<file path="config.mk">
export PLATFORM = sky130hd
export DESIGN_NAME = lcv_div_iter_del
export DESIGN_NICKNAME = d
export VERILOG_FILES = /design/src/rtl/lcv_div_iter_del.sv
export SDC_FILE = /design/constraint.sdc
export NUM_CORES = 1
export LEC_CHECK = 0
export BUFFER_PORTS_ARGS = -buffer_cell sky130_fd_sc_hd__buf_2
export CAP_MARGIN = 5
export CORE_UTILIZATION = 45
export DETAILED_ROUTE_END_ITERATION = 8
export GPL_ROUTABILITY_DRIVEN = 1
export PLACE_DENSITY = 0.68
export SETUP_SLACK_MARGIN = 0.1
export SYNTH_ARGS = -nofsm -noshare
export SYNTH_HDL_FRONTEND = slang
export SYNTH_SLANG_ARGS = --single-unit
</file>
<file path="constraint.sdc">
create_clock -name clk -period 3.4 [get_ports clk]
set_input_delay 0.51 -clock clk [delete_from_list [all_inputs] [get_ports clk]]
set_output_delay 0.51 -clock clk [all_outputs]
set_load 0.01 [all_outputs]
</file>
<file path="src/rtl/lcv_div_iter_del.sv">
// lcv_div_iter_del
// Iterative radix-2 restoring divider. Produces the quotient and remainder of a
// WIDTH-bit dividend by a WIDTH-bit divisor, signed or unsigned. The core
// resolves one quotient bit per clock. Latency is constant: outp_valid rises
// WIDTH+2 edges after the accept edge, whatever the operands.
//
// Ports
//   clk               clock, rising edge
//   rst               asynchronous reset, active low
//   inp_valid         operands valid
//   inp_ready         divider idle and able to accept operands
//   inp_a             dividend
//   inp_b             divisor
//   inp_signed        1 = two's-complement operation, 0 = unsigned
//   outp_valid        result valid
//   outp_ready        consumer accepts result
//   outp_quot         quotient (truncated toward zero)
//   outp_rem          remainder (takes the sign of the dividend)
//   outp_div_by_zero  divisor was zero; meaningful only while outp_valid
//
// state | meaning
// IDLE  | waiting for operands, inp_ready high
// BUSY  | one restoring subtract/shift step per cycle, WIDTH steps
// FIXUP | apply result signs / divide-by-zero override, register outputs
// DONE  | result presented, held until outp_ready

module lcv_div_iter_del #(
    parameter int WIDTH = 32
) (
    input  logic             clk,
    input  logic             rst,
    input  logic             inp_valid,
    output logic             inp_ready,
    input  logic [WIDTH-1:0] inp_a,
    input  logic [WIDTH-1:0] inp_b,
    input  logic             inp_signed,
    output logic             outp_valid,
    input  logic             outp_ready,
    output logic [WIDTH-1:0] outp_quot,
    output logic [WIDTH-1:0] outp_rem,
    output logic             outp_div_by_zero
);

    localparam int CW = $clog2(WIDTH + 1);

    typedef enum logic [1:0] {
        IDLE  = 2'd0,
        BUSY  = 2'd1,
        FIXUP = 2'd2,
        DONE  = 2'd3
    } state_t;

    state_t r_state;
    state_t w_state_nxt;

    logic [CW-1:0]    r_count;
    logic [WIDTH-1:0] r_rem;
    logic [WIDTH-1:0] r_quot;      // holds the dividend, shifted out as quotient bits shift in
    logic [WIDTH-1:0] r_divisor;
    logic [WIDTH-1:0] r_a_raw;     // untouched dividend, returned as remainder on divide by zero
    logic             r_sign_q;
    logic             r_sign_r;
    logic             r_dbz;

    logic             r_valid;
    logic [WIDTH-1:0] r_outp_quot;
    logic [WIDTH-1:0] r_outp_rem;
    logic             r_outp_dbz;

    logic             w_accept;
    logic             w_last;
    logic             w_a_neg;
    logic             w_b_neg;
    logic [WIDTH-1:0] w_a_mag;
    logic [WIDTH-1:0] w_b_mag;
    logic [WIDTH:0]   w_rem_sh;
    logic [WIDTH:0]   w_trial;

    assign inp_ready        = (r_state == IDLE);
    assign w_accept         = inp_valid && (r_state == IDLE);
    assign w_last           = (r_count == CW'(WIDTH - 1));

    // Magnitudes use wraparound negation, so the most-negative value maps onto
    // itself. Read as unsigned, that is the correct magnitude. This gives the
    // min / -1 overflow result with no special case.
    assign w_a_neg          = inp_signed & inp_a[WIDTH-1];
    assign w_b_neg          = inp_signed & inp_b[WIDTH-1];
    assign w_a_mag          = w_a_neg ? (-inp_a) : inp_a;
    assign w_b_mag          = w_b_neg ? (-inp_b) : inp_b;

    // The partial remainder is always below the divisor. The shifted value
    // therefore fits in WIDTH+1 bits, and a set MSB on the trial marks it negative.
    assign w_rem_sh         = {r_rem, r_quot[WIDTH-1]};
    assign w_trial          = w_rem_sh - {1'b0, r_divisor};

    assign outp_valid       = r_valid;
    assign outp_quot        = r_outp_quot;
    assign outp_rem         = r_outp_rem;
    assign outp_div_by_zero = r_outp_dbz;

    always_ff @(posedge clk or negedge rst) begin
        if (!rst) begin
            r_state <= IDLE;
        end else begin
            r_state <= w_state_nxt;
        end
    end

    always_comb begin
        w_state_nxt = r_state;
        case (r_state)
            IDLE:    if (w_accept)   w_state_nxt = BUSY;
            BUSY:    if (w_last)     w_state_nxt = FIXUP;
            FIXUP:                   w_state_nxt = DONE;
            DONE:    if (outp_ready) w_state_nxt = IDLE;
            default:                 w_state_nxt = IDLE;
        endcase
    end

    always_ff @(posedge clk or negedge rst) begin
        if (!rst) begin
            r_count     <= '0;
            r_rem       <= '0;
            r_quot      <= '0;
            r_divisor   <= '0;
            r_a_raw     <= '0;
            r_sign_q    <= 1'b0;
            r_sign_r    <= 1'b0;
            r_dbz       <= 1'b0;
            r_valid     <= 1'b0;
            r_outp_quot <= '0;
            r_outp_rem  <= '0;
            r_outp_dbz  <= 1'b0;
        end else begin
            case (r_state)
                IDLE: begin
                    if (w_accept) begin
                        r_quot    <= w_a_mag;
                        r_divisor <= w_b_mag;
                        r_a_raw   <= inp_a;
                        r_rem     <= '0;
                        r_count   <= '0;
                        r_sign_q  <= w_a_neg ^ w_b_neg;
                        r_sign_r  <= w_a_neg;
                        r_dbz     <= (inp_b == '0);
                    end
                end
                BUSY: begin
                    if (!w_trial[WIDTH]) begin
                        r_rem <= w_trial[WIDTH-1:0];
                    end else begin
                        r_rem <= w_rem_sh[WIDTH-1:0];
                    end
                    r_quot  <= {r_quot[WIDTH-2:0], ~w_trial[WIDTH]};
                    r_count <= r_count + 1'b1;
                end
                FIXUP: begin
                    // Divide by zero overrides the sign fixup entirely.
                    if (r_dbz) begin
                        r_outp_quot <= '1;
                        r_outp_rem  <= r_a_raw;
                    end else begin
                        r_outp_quot <= r_sign_q ? (-r_quot) : r_quot;
                        r_outp_rem  <= r_sign_r ? (-r_rem)  : r_rem;
                    end
                    r_outp_dbz <= r_dbz;
                    r_valid    <= 1'b1;
                end
                DONE: begin
                    if (outp_ready) begin
                        r_valid <= 1'b0;
                    end
                end
                default: ;
            endcase
        end
    end

endmodule

</file>
Word-level counts from Yosys, hierarchy flattened
Index checks and enable logic that the tools add are counted.
{ "word_totals": {"ff_bits": 205, "output_inout_bits": 67} }
{ "classes": {"n_addsub": 6, "n_eq_ne": 7, "n_mux": 19, "bitwise_logic": 4, "reduce_logical": 9} }
{ "op_table": {"columns": ["op", "count"], "rows": [
  ["32-bit two-way mux", 9],
  ["32-bit negator", 4],
  ["32-bit case mux with 2 select lines", 2],
  ["33-bit by 32-bit subtractor with 33-bit output", 1],
  ["32-bit logical NOT", 1],
  ["6-bit case mux with 2 select lines", 1],
  ["2-bit case mux with 4 select lines", 1],
  ["6-bit by 1-bit adder with 6-bit output, second input constant", 1],
  ["6-bit by 5-bit == test with 1-bit output, second input constant", 1],
  ["2-bit two-way mux", 3],
  ["6-bit two-way mux", 1],
  ["2-bit AND reduction", 3],
  ["2-bit == test, second input constant", 2],
  ["2-bit != test, second input constant", 2],
  ["2-bit nonzero test", 2],
  ["3-bit AND reduction", 1],
  ["1-bit bitwise AND", 2],
  ["2-bit by 1-bit == test with 1-bit output, second input constant", 1],
  ["2-bit logical NOT", 1],
  ["2-bit by 1-bit != test with 1-bit output, second input constant", 1],
  ["1-bit case mux with 2 select lines", 1],
  ["1-bit logical AND", 1],
  ["1-bit two-way mux", 1],
  ["1-bit inverter", 1],
  ["1-bit XOR", 1]
]} }

Logic depth before layout (Yosys ltp)
{ "logic_depth": {"word_depth": 4, "mapped_depth": 14, "mapped_depth_nobuf": 12} }

Worst setup path before layout
Ideal clock, no wire load.
{ "synth_path": {"path_kind": "register to register", "start": "reg r_quot[31]", "end": "reg r_rem[8]", "setup_ns": 0.133, "t_arrival_ns": 3.147, "required_time_ns": 3.267, "slack_ns": 0.120, "path_stages_with_launch": 15, "path_buffers": 2, "cell_sequence": "dfrtp_1 -> inv_1 -> ha_1 -> fa_1 -> nand2b_1 -> a21oi_1 -> nor2_1 -> o21ai_1 -> a31oi_1 -> mux2i_1 -> nor2_1 -> buf_1 -> buf_2 -> mux2i_1 -> o21ai_0"} }
{ "synth_via": {"elab_chain_cells": 3} }
{ "synth_rtl": {"columns": ["element", "line_no", "text"], "rows": [
  ["start: declaration", "58", "logic [WIDTH-1:0] r_quot;"],
  ["start signal: assignment", "138", "r_quot <= w_a_mag;"],
  ["start signal: assignment", "154", "r_quot <= {r_quot[WIDTH-2:0], ~w_trial[WIDTH]};"],
  ["33-bit by 32-bit subtractor with 33-bit output", "94", "assign w_trial = w_rem_sh - {1'b0, r_divisor};"],
  ["32-bit two-way mux", "149", "if (!w_trial[WIDTH]) begin"],
  ["32-bit case mux with 2 select lines", "135", "case (r_state)"],
  ["end signal: assignment", "150", "r_rem <= w_trial[WIDTH-1:0];"],
  ["end signal: assignment", "152", "r_rem <= w_rem_sh[WIDTH-1:0];"],
  ["end: declaration", "57", "logic [WIDTH-1:0] r_rem;"]
]} }
Every way passes these cells.
A chain may end at the register's enable or synchronous reset.

Final worst setup path
{ "layout_path": {"start": "reg r_quot[10]", "end": "reg r_outp_quot[29] (netlist: outp_quot[29])"} }
{ "layout_via": {"elab_chain_cells": 3} }
{ "layout_rtl": {"columns": ["element", "line_no", "text"], "rows": [
  ["32-bit negator", "163", "r_outp_quot <= r_sign_q ? (-r_quot) : r_quot;"],
  ["32-bit two-way mux", "163", null],
  ["32-bit two-way mux", "159", "if (r_dbz) begin"],
  ["end signal: assignment", "163", null],
  ["end: declaration", "66", "logic [WIDTH-1:0] r_outp_quot;"]
]} }
Every way passes these cells.

==> results by group <==
Status
  – Status: complete, no violations

Power and ir drop
  – Combinational power share: 0.558
  – Clk pwr share: 0.167
  – Flop pwr share: 0.275
  – Final Power: about 17 mW
  – Pint: 9.57 mW
  – VDD IR max: around 510 uV
  – Net Switching: 7.35 mW
  – Sw Share: 0.435
  – LEAKAGE: 6.70 nW
  – Cell Pwr Density: about 1100 nW/um2

Cells and area
  – Filler cells: ~2600
  – Final non-filler cell total: 1992
  – Synth-to-layout area growth: 18.3%
  – # nets final: roughly 1700
  – Multi-input logic area: slightly above 7000 um2
  – Number of diodes: 0
  – Share of layout cells above drive strength 1: 0.194
  – Final Cell Area: ~15000 um2
  – FF+latch area: 5130 um2

GRT
  – First-pass GRT wire length: about 53000 um
  – Vias in the first global route: between 10000 and 15000
  – GR Overflow Total: 0
  – Largest net degree at the start of global routing: ~110
  – Initial antenna violation count: 1
  – GRT Total Usage: 0.226

Floorplan
  – Die area: between 20000 and 30000 um2
  – Initial Util: 0.458
  – Ports: 136
  – Die width: 170 um
  – Site Rows: 61
  – Core Region: around 28000 um2
  – Die H: 170 um

Clocking
  – Clock transition at the registers of the reported paths: ~0.06 ns
  – CTS root buf: clkbuf_16
  – Clock Tree Buf Depth: 3
  – Worst skew pair latency: 0.53 ns
  – CTS Buf Count: 24
  – H-tree Lvls: 1
  – Sink Count: 205
  – CTS tree: done

Yosys
  – Post-Syn Instances: between 1000 and 1500
  – Syn. warnings: 0
  – Mapped Area: 12800 um2
  – Register area share after synthesis: 0.402
  – Mean Syn Cell Area: slightly below 9 um2
  – Ys flop type: dfrtp_1
  – Post-Syn Nets: about 1600
  – Leading area contributor after synthesis: dfrtp_1
  – Post-synth top area share: 0.402
  – Asr flop ratio synth: 1.00
  – Count leader, synth: dfrtp_1
  – Yosys reg bits: 205
  – Top post-synthesis cells by count: dfrtp_1 (205), o21ai_0 (174), nand2_1 (169)
  – Top post-synthesis cells by area: dfrtp_1 (40%), o21ai_0 (6.8%), xor2_1 (5.9%), nand2_1 (5.0%), a21oi_1 (4.6%)
  – Synth unique cells: 64
  – Number of flops mapped to enable cells by yosys: 0

Critical path
  – CP top delay family: simple AND/OR/NAND/NOR gates
  – Critical Path RT: 3.79 ns
  – Slowest-stage cell, CP: or4_4
  – Reg2Reg Depth: 10
  – Worst EP arrival: 3.74 ns
  – CP Buf/Inv Count: 1
  – Crit path launch type: flip-flop
  – Largest fanout on the critical path: 4
  – Critical path class: flip-flop to flip-flop
  – Crit path capture type: flip-flop
  – Stages on worst setup path: 10
  – CP Cell Sequence: or4_4 > or3_4 > or2_4 > or4_4 > or2_1 > or3_4 > buf_4 > o31ai_4 > xor2_1 > a31oi_1
  – CP peak stage delay: between 0.5 and 0.6 ns

Timing
  – Slew headroom: 0.267
  – Final setup fails: 0
  – RSZ-0062 raised after global routing: true
  – Worst Tran Pin Value: 1.10 ns
  – Worst hold slack: between 0.15 and 0.2 ns
  – Clock Skews: ~0.012 ns
  – Hold Violations, Final: 0
  – Final worst slack: 0.0522 ns
  – Count of pins over their slew limit: 0
  – Minimum clock period: ~3.3 ns
  – Fmax: 0.299 GHz
  – Final worst path period share: 0.985

Place
  – Dpl cells: a little under 2000
  – Setup WS pre-CTS: between 0.03 and 0.04 ns
  – Port bufs: around 140
  – Placed Area: about 14000 um2
  – Routability Congestion: around 0.88
  – Final HPWL from detailed placement: roughly 24000 um

Routing
  – DR iter-0 viols: 723
  – Routed wire length: around 33000 um
  – Residual DRC: 0
  – Vias: approximately 11000
  – Via density: 5.50
  – Drt first pass iters: 5
  – Antenna-violating nets left: 0
  – DR WL/cell: 16.5 um

Hold path
  – Min-Delay Path Class: primary input to flip-flop
  – Hold path cells: 2

Run
  – MaxCap Viol Count: 0
==> through the flow <==
step	util	TNS [ns]
floorplan	-	0
global placement	0.507	0
detailed placement	0.507	0
CTS	0.539	0
global route	0.541	-0.106
finish	0.541	0
==> layer usage <==
layer | GRT usage | wire, um | vias to the layer above
met5 | 0 | 12 | -
met4 | 0.0580 | 670 | 2
met3 | 0.0263 | 1390 | 46
met2 | 0.384 | 15500 | 276
met1 | 0.306 | 15300 | 5214
li1 | - | - | 5423
==> worst paths after layout <==
path / from / endpoint / slack, ns
setup / recovery: r_quot[10] / outp_quot[29] / 0.05
hold / removal: outp_ready / outp_valid / 0.19
setup reg to reg: r_quot[10] / outp_quot[29] / 0.05
hold reg to reg: r_divisor[21] / r_divisor[21] / 0.48
max in group asynchronous: rst / r_quot[9] / 2.02
min in group asynchronous: rst / outp_quot[28] / 0.54
==> layout make-up <==
cell class | instances | area share
multi-input cells | 1108 | 0.477
flip-flops and latches | 205 | 0.340
repair buffers | 198 | 0.0786
clock buffers | 33 | 0.0460
well taps | 378 | 0.0314
inverters | 60 | 0.0149
clock inverters | 10 | 0.0124
==> layout by cell type (no fill, tap or decap), drive strengths merged, types with 6 or more instances in the layout <==
cell type and instances:
inv 60, or4 15, nor2b 19, or3 18, mux2i 26, o22ai 8
mux2 51, buf 196, o21a 9, xnor2 62, and2 6, o41ai 13
ha 41, xor2 86, clkbuf 34, nor2 110, a211oi 6, nand4 8
nand2b 11, nand3 15, nand2 169, a32oi 8, a21o 10, dfrtp 205
nor4 8, a221o 9, nor3 20, o21ai 175, a31oi 11, o31ai 29
a21oi 117
==> cells by family after synthesis <==
group           synth area share
mux                       0.0654
xor+xnor                   0.102
buf+inv                   0.0407
fa+ha+maj                 0.0418
compound gates             0.198
simple gates               0.150
flops                      0.402
==> state kept, by name, summed over array words and instances (netlist names) <==
| register | count |
|---|---|
| outp_quot | 32 |
| outp_rem | 32 |
| r_a_raw | 32 |
| r_divisor | 32 |
| r_quot | 32 |
| r_rem | 32 |
| r_count | 6 |
| r_state | 2 |
| outp_div_by_zero | 1 |
| outp_valid | 1 |
| r_dbz | 1 |
| r_sign_q | 1 |
| r_sign_r | 1 |
==> what timing repair did <==
item / in CTS / in global routing
pin swaps: 0 / 6
setup buffers: 0 / 2
endpoints found under the hold margin: 1 / 0
gates resized for setup: 2 / 12
hold buffers: 1 / 0
cloned: 0 / 0
endpoints found under the setup margin: 3 / 12
==> power by group through the flow <==
| stage | Combinational, mW | Sequential [mW] | Clock, mW |
|---|---|---|---|
| 3_5_place_dp | 9.32 | 4.65 | 0 |
| 3_3_place_gp | 9.13 | 4.60 | 0 |
| 5_1_grt | 10.5 | 4.78 | 2.98 |
| 2_1_floorplan | 6.58 | 4.56 | 0 |
| 4_1_cts | 9.38 | 4.62 | 2.89 |
| 6_report | 9.44 | 4.65 | 2.83 |
(Power assumes the default switching activity.)
